[config.mk]
export PLATFORM = sky130hd
export DESIGN_NAME = cfg_stream_loader
export DESIGN_NICKNAME = d
export VERILOG_FILES = /design/src/rtl/cfg_stream_loader.sv
export SDC_FILE = /design/constraint.sdc
export NUM_CORES = 1
export LEC_CHECK = 0
export CORE_AREA = 2 2 449 451
export CTS_CLUSTER_DIAMETER = 80
export DETAILED_ROUTE_END_ITERATION = 16
export DIE_AREA = 0 0 451 453
export HOLD_SLACK_MARGIN = 0.05
export PLACE_DENSITY_LB_ADDON = 0.05
export SLEW_MARGIN = 0
export SYNTH_ARGS = -nofsm -noshare
export SYNTH_HDL_FRONTEND = slang
export SYNTH_SLANG_ARGS = --single-unit
[constraint.sdc]
create_clock -name clk -period 4.58 [get_ports clk]
set_input_delay 0.916 -clock clk [delete_from_list [all_inputs] [get_ports clk]]
set_output_delay 0.916 -clock clk [all_outputs]
set_load 0.02 [all_outputs]
[src/rtl/cfg_stream_loader.sv]
// Loads the state, per-stage config and inbound tables from a valid/ready beat stream,
// then gates a stream-in phase; config writes land in the bank opposite cfg_bank.
module cfg_stream_loader #(
    parameter int PHIT_SIZE = 512,
    parameter int NUM_STAGE = 6,
    parameter int ADDR_W    = 6,
    parameter int CTRL_W    = 24,
    parameter int IMM_W     = 64
) (
    input  logic                 clk,
    input  logic                 rst,
    input  logic                 start_loader,
    input  logic                 abort,
    input  logic [ADDR_W:0]      num_entry_state,
    input  logic [ADDR_W:0]      num_entry_config,
    input  logic [ADDR_W:0]      num_entry_inbound,
    input  logic [PHIT_SIZE-1:0] in_data,
    input  logic                 in_valid,
    output logic                 in_ready,
    output logic                 wr_en_state,
    output logic [NUM_STAGE-1:0] wr_en_cfg,
    output logic                 wr_en_inb,
    output logic [ADDR_W-1:0]    wr_add,
    output logic [CTRL_W-1:0]    wr_data_ctrl,
    output logic [IMM_W-1:0]     wr_data_imm,
    output logic [PHIT_SIZE-1:0] wr_data_phit,
    input  logic                 stream_valid,
    output logic                 ready_stream_in,
    output logic                 busy,
    output logic                 done,
    output logic                 err,
    output logic                 cfg_bank
);
    localparam int STAGE_W = (NUM_STAGE > 1) ? $clog2(NUM_STAGE) : 1;
    localparam logic [ADDR_W:0]    ZERO_CNT   = {(ADDR_W+1){1'b0}};
    localparam logic [ADDR_W:0]    ONE_CNT    = {{ADDR_W{1'b0}}, 1'b1};
    localparam logic [ADDR_W:0]    DEPTH      = {1'b1, {ADDR_W{1'b0}}};
    localparam logic [STAGE_W-1:0] ZERO_STG   = {STAGE_W{1'b0}};
    localparam logic [STAGE_W-1:0] LAST_STAGE = STAGE_W'(NUM_STAGE - 1);

    typedef enum logic [2:0] {
        IDLE     = 3'd0,
        LD_STATE = 3'd1,
        LD_CFG   = 3'd2,
        LD_INB   = 3'd3,
        STREAM   = 3'd4
    } state_t;

    state_t               state_r, state_s;
    logic [ADDR_W:0]      idx_r, idx_s;
    logic [STAGE_W-1:0]   stage_r, stage_s;
    logic [ADDR_W:0]      cnt_state_r, cnt_cfg_r, cnt_inb_r, cur_cnt_s;
    logic                 capture_s, accept_s, last_s, over_s, write_s;
    logic                 wr_state_s, wr_inb_s, done_s, err_s;
    logic [NUM_STAGE-1:0] wr_cfg_s;

    // Phases with a zero count are skipped; STREAM always runs, even for zero beats.
    function automatic state_t first_phase(input logic [ADDR_W:0] n_state,
                                           input logic [ADDR_W:0] n_cfg,
                                           input logic [ADDR_W:0] n_inb);
        state_t ph;
        if (n_state != ZERO_CNT) begin
            ph = LD_STATE;
        end else if (n_cfg != ZERO_CNT) begin
            ph = LD_CFG;
        end else if (n_inb != ZERO_CNT) begin
            ph = LD_INB;
        end else begin
            ph = STREAM;
        end
        return ph;
    endfunction

    assign accept_s = in_valid && in_ready;
    assign over_s   = (num_entry_state > DEPTH) || (num_entry_config > DEPTH)
                   || (num_entry_inbound > DEPTH);
    assign write_s  = wr_state_s || wr_inb_s || (|wr_cfg_s);

    // Count of the table (or stream) currently being walked.
    always_comb begin
        case (state_r)
            LD_STATE: cur_cnt_s = cnt_state_r;
            LD_CFG:   cur_cnt_s = cnt_cfg_r;
            default:  cur_cnt_s = cnt_inb_r;
        endcase
    end

    assign last_s = (idx_r == (cur_cnt_s - ONE_CNT));

    // Next-state, entry counters and the write/status pulses for the coming cycle.
    always_comb begin
        state_s    = state_r;
        idx_s      = idx_r;
        stage_s    = stage_r;
        capture_s  = 1'b0;
        wr_state_s = 1'b0;
        wr_cfg_s   = {NUM_STAGE{1'b0}};
        wr_inb_s   = 1'b0;
        done_s     = 1'b0;
        err_s      = 1'b0;
        if (abort && (state_r != IDLE)) begin
            state_s = IDLE;
            idx_s   = ZERO_CNT;
            stage_s = ZERO_STG;
            err_s   = 1'b1;
        end else begin
            case (state_r)
                IDLE: begin
                    if (start_loader && over_s) begin
                        err_s = 1'b1;
                    end else if (start_loader) begin
                        capture_s = 1'b1;
                        idx_s     = ZERO_CNT;
                        stage_s   = ZERO_STG;
                        state_s   = first_phase(num_entry_state, num_entry_config, num_entry_inbound);
                    end else begin
                        state_s = IDLE;
                    end
                end
                LD_STATE: begin
                    if (accept_s) begin
                        wr_state_s = 1'b1;
                        if (last_s) begin
                            idx_s   = ZERO_CNT;
                            state_s = first_phase(ZERO_CNT, cnt_cfg_r, cnt_inb_r);
                        end else begin
                            idx_s = idx_r + ONE_CNT;
                        end
                    end else begin
                        state_s = LD_STATE;
                    end
                end
                LD_CFG: begin
                    if (accept_s) begin
                        wr_cfg_s[stage_r] = 1'b1;
                        if (last_s && (stage_r == LAST_STAGE)) begin
                            idx_s   = ZERO_CNT;
                            stage_s = ZERO_STG;
                            state_s = first_phase(ZERO_CNT, ZERO_CNT, cnt_inb_r);
                        end else if (last_s) begin
                            idx_s   = ZERO_CNT;
                            stage_s = stage_r + {{(STAGE_W-1){1'b0}}, 1'b1};
                        end else begin
                            idx_s = idx_r + ONE_CNT;
                        end
                    end else begin
                        state_s = LD_CFG;
                    end
                end
                LD_INB: begin
                    if (accept_s) begin
                        wr_inb_s = 1'b1;
                        if (last_s) begin
                            idx_s   = ZERO_CNT;
                            state_s = STREAM;
                        end else begin
                            idx_s = idx_r + ONE_CNT;
                        end
                    end else begin
                        state_s = LD_INB;
                    end
                end
                STREAM: begin
                    if (cnt_inb_r == ZERO_CNT) begin
                        done_s  = 1'b1;
                        state_s = IDLE;
                    end else if (stream_valid && ready_stream_in) begin
                        if (last_s) begin
                            done_s  = 1'b1;
                            idx_s   = ZERO_CNT;
                            state_s = IDLE;
                        end else begin
                            idx_s = idx_r + ONE_CNT;
                        end
                    end else begin
                        state_s = STREAM;
                    end
                end
                default: begin
                    state_s = IDLE;
                    idx_s   = ZERO_CNT;
                    stage_s = ZERO_STG;
                end
            endcase
        end
    end

    // State register, entry/stage counters and captured counts.
    always_ff @(posedge clk) begin
        if (rst) begin
            state_r     <= IDLE;
            idx_r       <= ZERO_CNT;
            stage_r     <= ZERO_STG;
            cnt_state_r <= ZERO_CNT;
            cnt_cfg_r   <= ZERO_CNT;
            cnt_inb_r   <= ZERO_CNT;
        end else begin
            state_r <= state_s;
            idx_r   <= idx_s;
            stage_r <= stage_s;
            if (capture_s) begin
                cnt_state_r <= num_entry_state;
                cnt_cfg_r   <= num_entry_config;
                cnt_inb_r   <= num_entry_inbound;
            end
        end
    end

    // Registered outputs: handshakes follow the next state, writes trail the accepted beat.
    always_ff @(posedge clk) begin
        if (rst) begin
            in_ready        <= 1'b0;
            ready_stream_in <= 1'b0;
            busy            <= 1'b0;
            wr_en_state     <= 1'b0;
            wr_en_cfg       <= {NUM_STAGE{1'b0}};
            wr_en_inb       <= 1'b0;
            wr_add          <= {ADDR_W{1'b0}};
            wr_data_ctrl    <= {CTRL_W{1'b0}};
            wr_data_imm     <= {IMM_W{1'b0}};
            wr_data_phit    <= {PHIT_SIZE{1'b0}};
            done            <= 1'b0;
            err             <= 1'b0;
            cfg_bank        <= 1'b0;
        end else begin
            in_ready        <= (state_s == LD_STATE) || (state_s == LD_CFG) || (state_s == LD_INB);
            ready_stream_in <= (state_s == STREAM);
            busy            <= (state_s != IDLE);
            wr_en_state     <= wr_state_s;
            wr_en_cfg       <= wr_cfg_s;
            wr_en_inb       <= wr_inb_s;
            done            <= done_s;
            err             <= err_s;
            if (done_s) begin
                cfg_bank <= ~cfg_bank;
            end
            if (write_s) begin
                wr_add       <= idx_r[ADDR_W-1:0];
                wr_data_ctrl <= in_data[PHIT_SIZE-1 -: CTRL_W];
                wr_data_imm  <= in_data[IMM_W-1:0];
                wr_data_phit <= in_data;
            end
        end
    end
endmodule

==> results of run 1 <==
-- flip-flops by register name (all words and copies together), names as in the netlist, 6 cells and up --
register and cells:
cnt_inb_r 7, idx_r 7, wr_en_cfg 6, wr_data_phit 425, cnt_cfg_r 7, wr_add 6
wr_data_ctrl 24, wr_data_imm 63, cnt_state_r 7
-- power groups by stage --
stage / registers (mW) / clock network (mW) / logic (mW)
after floorplan: 5.05 / 0 / 0.134
after global placement: 5.05 / 0 / 0.706
after detailed placement: 5.05 / 0 / 0.703
after CTS: 4.94 / 7.11 / 0.708
after global routing: 4.94 / 7.25 / 0.744
final: 4.94 / 6.73 / 0.692
-- worst min-delay path, stage by stage, from the launching register on --
cell,delay (ns)
dfxtp_1,0.30
nand2_1,0.05
a21oi_1,0.05
-- placed cells by master, fill, tap and decap left out, types with 5 or more instances in the layout --
cell	count
a21oi_1	534
a31oi_1	7
buf_12	11
buf_4	29
clkbuf_1	19
clkbuf_16	88
clkbuf_8	24
clkdlybuf4s50_1	1157
clkinv_2	12
dfxtp_1	566
diode_2	13
inv_1	8
mux2i_1	23
nand2_1	1072
nand3_1	11
nand3b_1	7
nor2_1	41
nor3_1	15
nor4_1	11
o21ai_0	19
xnor2_1	5
-- how the worst max path moves through the flow --
| stage | slack [ns] | to | cells past startpoint | start |
|---|---|---|---|---|
| 2_1_floorplan | 1.33 | busy$_SDFF_PP0_ | 15 | state_r[1]$_SDFF_PP0_ |
| 3_3_place_gp | 0.56 | idx_r[2]$_SDFFE_PP0P_ | 13 | state_r[0]$_SDFF_PP0_ |
| 3_5_place_dp | 0.62 | idx_r[2]$_SDFFE_PP0P_ | 13 | state_r[0]$_SDFF_PP0_ |
| 4_1_cts | 0.61 | idx_r[2]$_SDFFE_PP0P_ | 13 | state_r[0]$_SDFF_PP0_ |
| 5_1_grt | 0.14 | idx_r[2]$_SDFFE_PP0P_ | 13 | state_r[2]$_SDFF_PP0_ |
| 6_report | 0.70 | idx_r[2]$_SDFFE_PP0P_ | 13 | state_r[0]$_SDFF_PP0_ |
-- final cells by class --
cell class | instances | area, sq um
Fill cell | 22337 | 161000
Timing Repair Buffer | 1198 | 12000
Sequential cell | 566 | 11300
Multi-Input combinational cell | 1830 | 8290
Tap cell | 2656 | 3320
Clock buffer | 131 | 2600
Clock inverter | 24 | 210
Antenna cell | 13 | 32.5
Inverter | 8 | 30.0
-- logic make-up after synthesis --
logic type | Yosys count | share of synthesized area
muxes | 23 | 0.0109
AOI/OAI and AO/OA | 593 | 0.149
DFF | 566 | 0.538
xor gates and xnor gates | 8 | 0.00369
adders and majority gates | 5 | 0.00285
buffers and inverters | 290 | 0.0684
and+or+nand+nor | 1201 | 0.227
-- per-layer routing --
| metal | share of wire | routed length (microns) | vias to the layer above | GRT usage |
|---|---|---|---|---|
| met4 | 0.034 | 4650 | 48 | 0.0525 |
| li1 | - | - | 10723 | - |
| met5 | 0.0021 | 277 | - | 0 |
| met3 | 0.085 | 11500 | 215 | 0.0527 |
| met1 | 0.36 | 48900 | 10082 | 0.129 |
| met2 | 0.52 | 69700 | 706 | 0.228 |
-- per-stage QoR --
| step | area [sq um] | hold slack (ns) | std cells |
|---|---|---|---|
| floorplan | 21100 | 0.455 | 2686 |
| detailed placement | 35000 | 0.445 | 6258 |
| finish | 37900 | 0.449 | 6426 |
| global placement | 35000 | 0.442 | 6258 |
| CTS | 37800 | 0.452 | 6413 |
| global route | 37900 | 0.467 | 6424 |
==> flow_metrics.tcl, run 1 <==
set metrics [dict create \
    status "completed" \
    die_area_sq_um 204000 \
    port_buffers 1158 \
    fin_tns_setup_ns 0 \
    powerDensity_nw_per_um2 327 \
    fin_crit_sh 0.848 \
    worstMarginPinSlew_ns 1.08 \
    drt_iter0_markers 814 \
    dp_slack_ns 0.619 \
    cts_tree "done" \
    cts-buffers-inserted 87 \
    synth-edff-count 0 \
    syn_avg_cell_area_sq_um 7.84 \
    hpwl_microns 102000 \
    maxCapViolCount 0 \
    finalCriticalPeriod_ns 3.88 \
    ios 1159 \
    final_nets 4234 \
    viasPerCell 3.39 \
    r2r_slack_ns 0.70 \
    relSlewSlack 0.278 \
    cp_slowest_cell "a31oi_1" \
    p_total_mw 12.4 \
    gr-total-overflow 0 \
    grt_pass1_vias 21980 \
    slowest_delay_ns 0.78 \
    first_pass_iters 5 \
    netSwitchingFraction 0.239 \
    yosysTopAreaCell "dfxtp_1" \
    grt_usage 0.127 \
    ir_worst_vdd_mv 0.254 \
    synthTopCellsByArea "dfxtp_1 (54%), nand2_1 (19%), a21oi_1 (13%), clkbuf_1 (3.3%), buf_4 (3.2%)" \
    ant_nets 0 \
    cp.required_ns 5.19 \
    avgRoutedWirePerCell_microns 21.0 \
    cts-root-buf "clkbuf_16" \
    yosysTopAreaCellShare 0.538 \
    clock-skew-final_ns 0.0239 \
    seq_power_share 0.400 \
    hp-start "wr_add[3]$_SDFFE_PP0P_" \
    setup_viol 0 \
    leakagePower_nw 12.1 \
    grt_pass1_wl_microns 183000 \
    slew_viol_final 0 \
    cp_common_cell "o21ai_0" \
    areaGrowthSynthToFinish_pct 79.8 \
    cp_top_family "compound AO/OA/AOI/OAI gates" \
    fin_util 0.190 \
    reg2reg_depth 13 \
    dieWidth_microns 451 \
    fmax_mhz 258 \
    vias 21774 \
    hold_end "wr_add[3]$_SDFFE_PP0P_" \
    synth_fp_nets 3229 \
    hold_buffers 0 \
    path_clk_slew_ns 0.06 \
    async_reset_ff_frac 0 \
    synth.most_common_cell "nand2_1" \
    ys.flop_type "dfxtp_1" \
    path_cells "xnor2_2, o21ai_0, and2_1, ha_1, inv_1, nand2_1, nor4b_1, nor3_1, a22oi_1, o221ai_4, a31oi_1, o21ai_0, a21oi_1" \
    cts_setup_buffers 0 \
    drc_errors 0 \
    critical_path_arrival_ns 4.50 \
    path_buf_inv 1 \
    coreArea_sq_um 199000 \
    critical_path_class "flop to flop" \
    grt_max_degree 154 \
    yosysUniqueCellTypes 65 \
    p_switching_mw 2.96 \
    ys_warn_count 0 \
    syn_area_sq_um 21100 \
    rsz0062_at_grt "false" \
    timing.rr.end "idx_r[2]$_SDFFE_PP0P_" \
    clock_path_buffers 3 \
    drt-total-wl_microns 135000 \
    synthCells 2686 \
    cts.sinks 566 \
    r2r_start "state_r[0]$_SDFF_PP0_" \
    hold_class "flop to flop" \
    ys_seq_elements 566 \
    worstHoldPathCells 2 \
    final_hold_viol_count 0 \
    pwr-share-comb 0.056 \
    antenna_found_initial 53 \
    ys_seq_area_frac 0.538 \
    p_int_mw 9.41 \
    end_kind "flop" \
    place_congestion 0.746 \
    rows 164 \
    fin_ws_ns 0.698 \
    p_clk_frac 0.544 \
    drive_gt1_frac 0.0524 \
    h-tree-depth 3 \
    cp-start-kind "flop" \
    ctsResizeCount 0 \
    critPathMaxFanout 11 \
    synth_common_cells "nand2_1 (1,072), dfxtp_1 (566), a21oi_1 (534)" \
    clk_latency_ns 0.70 \
    die_height_microns 453 \
    initial_utilization 0.106 \
]
Power figures use the tool's default switching activity.
==> inputs of run 2 (changes only) <==
Settings changed: CORE_AREA 2 2 449 451 to 2 2 446 448, DIE_AREA 0 0 451 453 to 0 0 448 450.
Clock period 4.58 ns to 3.2 ns, I/O delays scaled along.
==> flow_metrics.tcl, run 2 (synthesized netlist as in run 1, its figures left out) <==
set metrics [dict create \
    status "completed" \
    end_kind "flop" \
    finalCriticalPeriod_ns 3.17 \
    top_regs "wr_data_phit: 425 flops, wr_data_imm: 63 flops, wr_data_ctrl: 24 flops" \
    clock_path_buffers 3 \
    path_cells "and2b_4, a32oi_4, and2_4, ha_4, inv_4, buf_6, nor2_2, o2bb2ai_2, a2111oi_2, a22oi_2, o221ai_4, a41oi_4, or4_4, a21oi_2" \
    cp-start-kind "flop" \
    cts_tree "done" \
    ios 1159 \
    final_nets 4323 \
    drc_errors 0 \
    rsz0062_at_grt "true" \
    hold_class "input port to flop" \
    p_total_mw 18.0 \
    final_cell_mix "clkdlybuf4s50_1 (1,157), nand2_1 (1,071), dfxtp_1 (563)" \
    grt_usage 0.133 \
    clk_latency_ns 0.73 \
    timing.rr.end "cfg_bank$_SDFFE_PP0P_" \
    drt-total-wl_microns 139000 \
    critical_path_class "flop to flop" \
    top_register "wr_data_phit" \
    path_clk_slew_ns 0.05 \
    fmax_mhz 316 \
    cts-buffers-inserted 88 \
    crit_path_end "cfg_bank$_SDFFE_PP0P_" \
    gr-total-overflow 0 \
    fin_crit_sh 0.989 \
    critPathMaxFanout 8 \
    die_height_microns 450 \
    hpwl_microns 107000 \
    slew_viol_final 0 \
    grt_max_degree 149 \
    h-tree-depth 3 \
    relSlewSlack 0.315 \
    antenna_found_initial 56 \
    coreArea_sq_um 197000 \
    final_hold_viol_count 0 \
    slowest_delay_ns 0.54 \
    place_congestion 0.757 \
    initial_utilization 0.107 \
    grt_pass1_wl_microns 187000 \
    final_common_cell "clkdlybuf4s50_1" \
    leakagePower_nw 12.6 \
    worstMarginPinSlew_ns 1.03 \
    vias 22180 \
    port_buffers 1158 \
    cts.sinks 566 \
    avgRoutedWirePerCell_microns 21.3 \
    clock-skew-final_ns 0.0252 \
    ir_worst_vdd_mv 0.342 \
    dieWidth_microns 448 \
    startpoint "state_r[0]$_SDFF_PP0_" \
    grt_pass1_vias 22199 \
    cts-root-buf "clkbuf_16" \
    die_area_sq_um 202000 \
    rows 163 \
    largest_reg_flops 425 \
    maxCapViolCount 0 \
    drive_gt1_frac 0.0779 \
    viasPerCell 3.41 \
    powerDensity_nw_per_um2 463 \
    fin_util 0.198 \
    cp.required_ns 3.83 \
    drt_iter0_markers 901 \
    areaGrowthSynthToFinish_pct 84.8 \
    reg2reg_depth 14 \
    ant_nets 0 \
    setup_viol 0 \
    cp_slowest_cell "or4_4" \
    r2r_start "state_r[0]$_SDFF_PP0_" \
    first_pass_iters 5 \
    critical_path_arrival_ns 3.79 \
    r2r_slack_ns 0.03 \
]
[run 2: area by class of cell]
type,count,area (sq um)
Antenna cell,18,45.0
Clock buffer,136,2550
Clock inverter,25,327
Fill cell,22091,158000
Inverter,8,32.5
Multi-Input combinational cell,1830,8450
Sequential cell,566,11300
Tap cell,2640,3300
Timing Repair Buffer,1286,12900
[run 2: repair_timing]
action | CTS | global route
endpoints found under the setup margin | 18 | 12
pin swaps | 5 | 15
buffers inserted | 0 | 5
gates resized for setup | 15 | 26
hold buffers | 0 | 0
[run 2: worst min path at each step]
stage                                    from                             end  slack [ns]  cells after the start
2_1_floorplan     cnt_state_r[1]$_SDFFE_PP0P_     cnt_state_r[1]$_SDFFE_PP0P_        0.46                      2
3_3_place_gp   wr_data_phit[115]$_SDFFE_PP0P_  wr_data_phit[115]$_SDFFE_PP0P_        0.44                      2
3_5_place_dp   wr_data_phit[166]$_SDFFE_PP0P_  wr_data_phit[166]$_SDFFE_PP0P_        0.45                      2
4_1_cts                                   rst  wr_data_phit[404]$_SDFFE_PP0P_        0.24                      2
5_1_grt                                   rst  wr_data_phit[353]$_SDFFE_PP0P_        0.31                      2
6_report                                  rst  wr_data_phit[354]$_SDFFE_PP0P_        0.34                      2
[run 2: power breakdown]
part | internal, mW | total, mW | leakage, nW | switching (mW)
Combinational | 0.691 | 1.06 | 6.63 | 0.370
Sequential | 7.06 | 7.08 | 4.56 | 0.0124
Clock | 5.95 | 9.86 | 1.41 | 3.90
[run 2: worst max-delay path: cells and delay by family, from the launching register on]
family                   cells  cell delay, ns
buffers and inverters        2            0.14
flip-flops                   1            0.38
AND/OR/NAND/NOR              4            1.01
adder cells (fa/ha/maj)      1            0.17
AO/OA/AOI/OAI                7            1.37
[run 2: per-layer routing]
| metal | vias to the layer above | routed length, microns | global-route usage |
|---|---|---|---|
| li1 | 10915 | - | - |
| met4 | 46 | 4850 | 0.0519 |
| met3 | 226 | 12600 | 0.0549 |
| met1 | 10229 | 49300 | 0.134 |
| met5 | - | 283 | 0 |
| met2 | 764 | 71800 | 0.240 |
[run 2: per-stage QoR]
stage / worst slack (ns) / hold WS (ns) / instances / instance area [sq um] / setup TNS (ns)
5_1_grt: -0.0899 / 0.306 / 6499 / 38900 / -0.421
3_3_place_gp: -0.392 / 0.442 / 6326 / 35800 / -5.07
2_1_floorplan: 0.0300 / 0.455 / 2686 / 21100 / 0
3_5_place_dp: -0.372 / 0.445 / 6326 / 35800 / -4.68
4_1_cts: 0.0230 / 0.242 / 6487 / 38700 / 0
6_report: 0.0348 / 0.340 / 6509 / 38900 / 0
==> inputs of run 3 (changes only) <==
Settings changed: SLEW_MARGIN 0 to 20.
==> results of run 3 <==
Same layout as run 2: the final DEF is identical, and so are final timing and power.
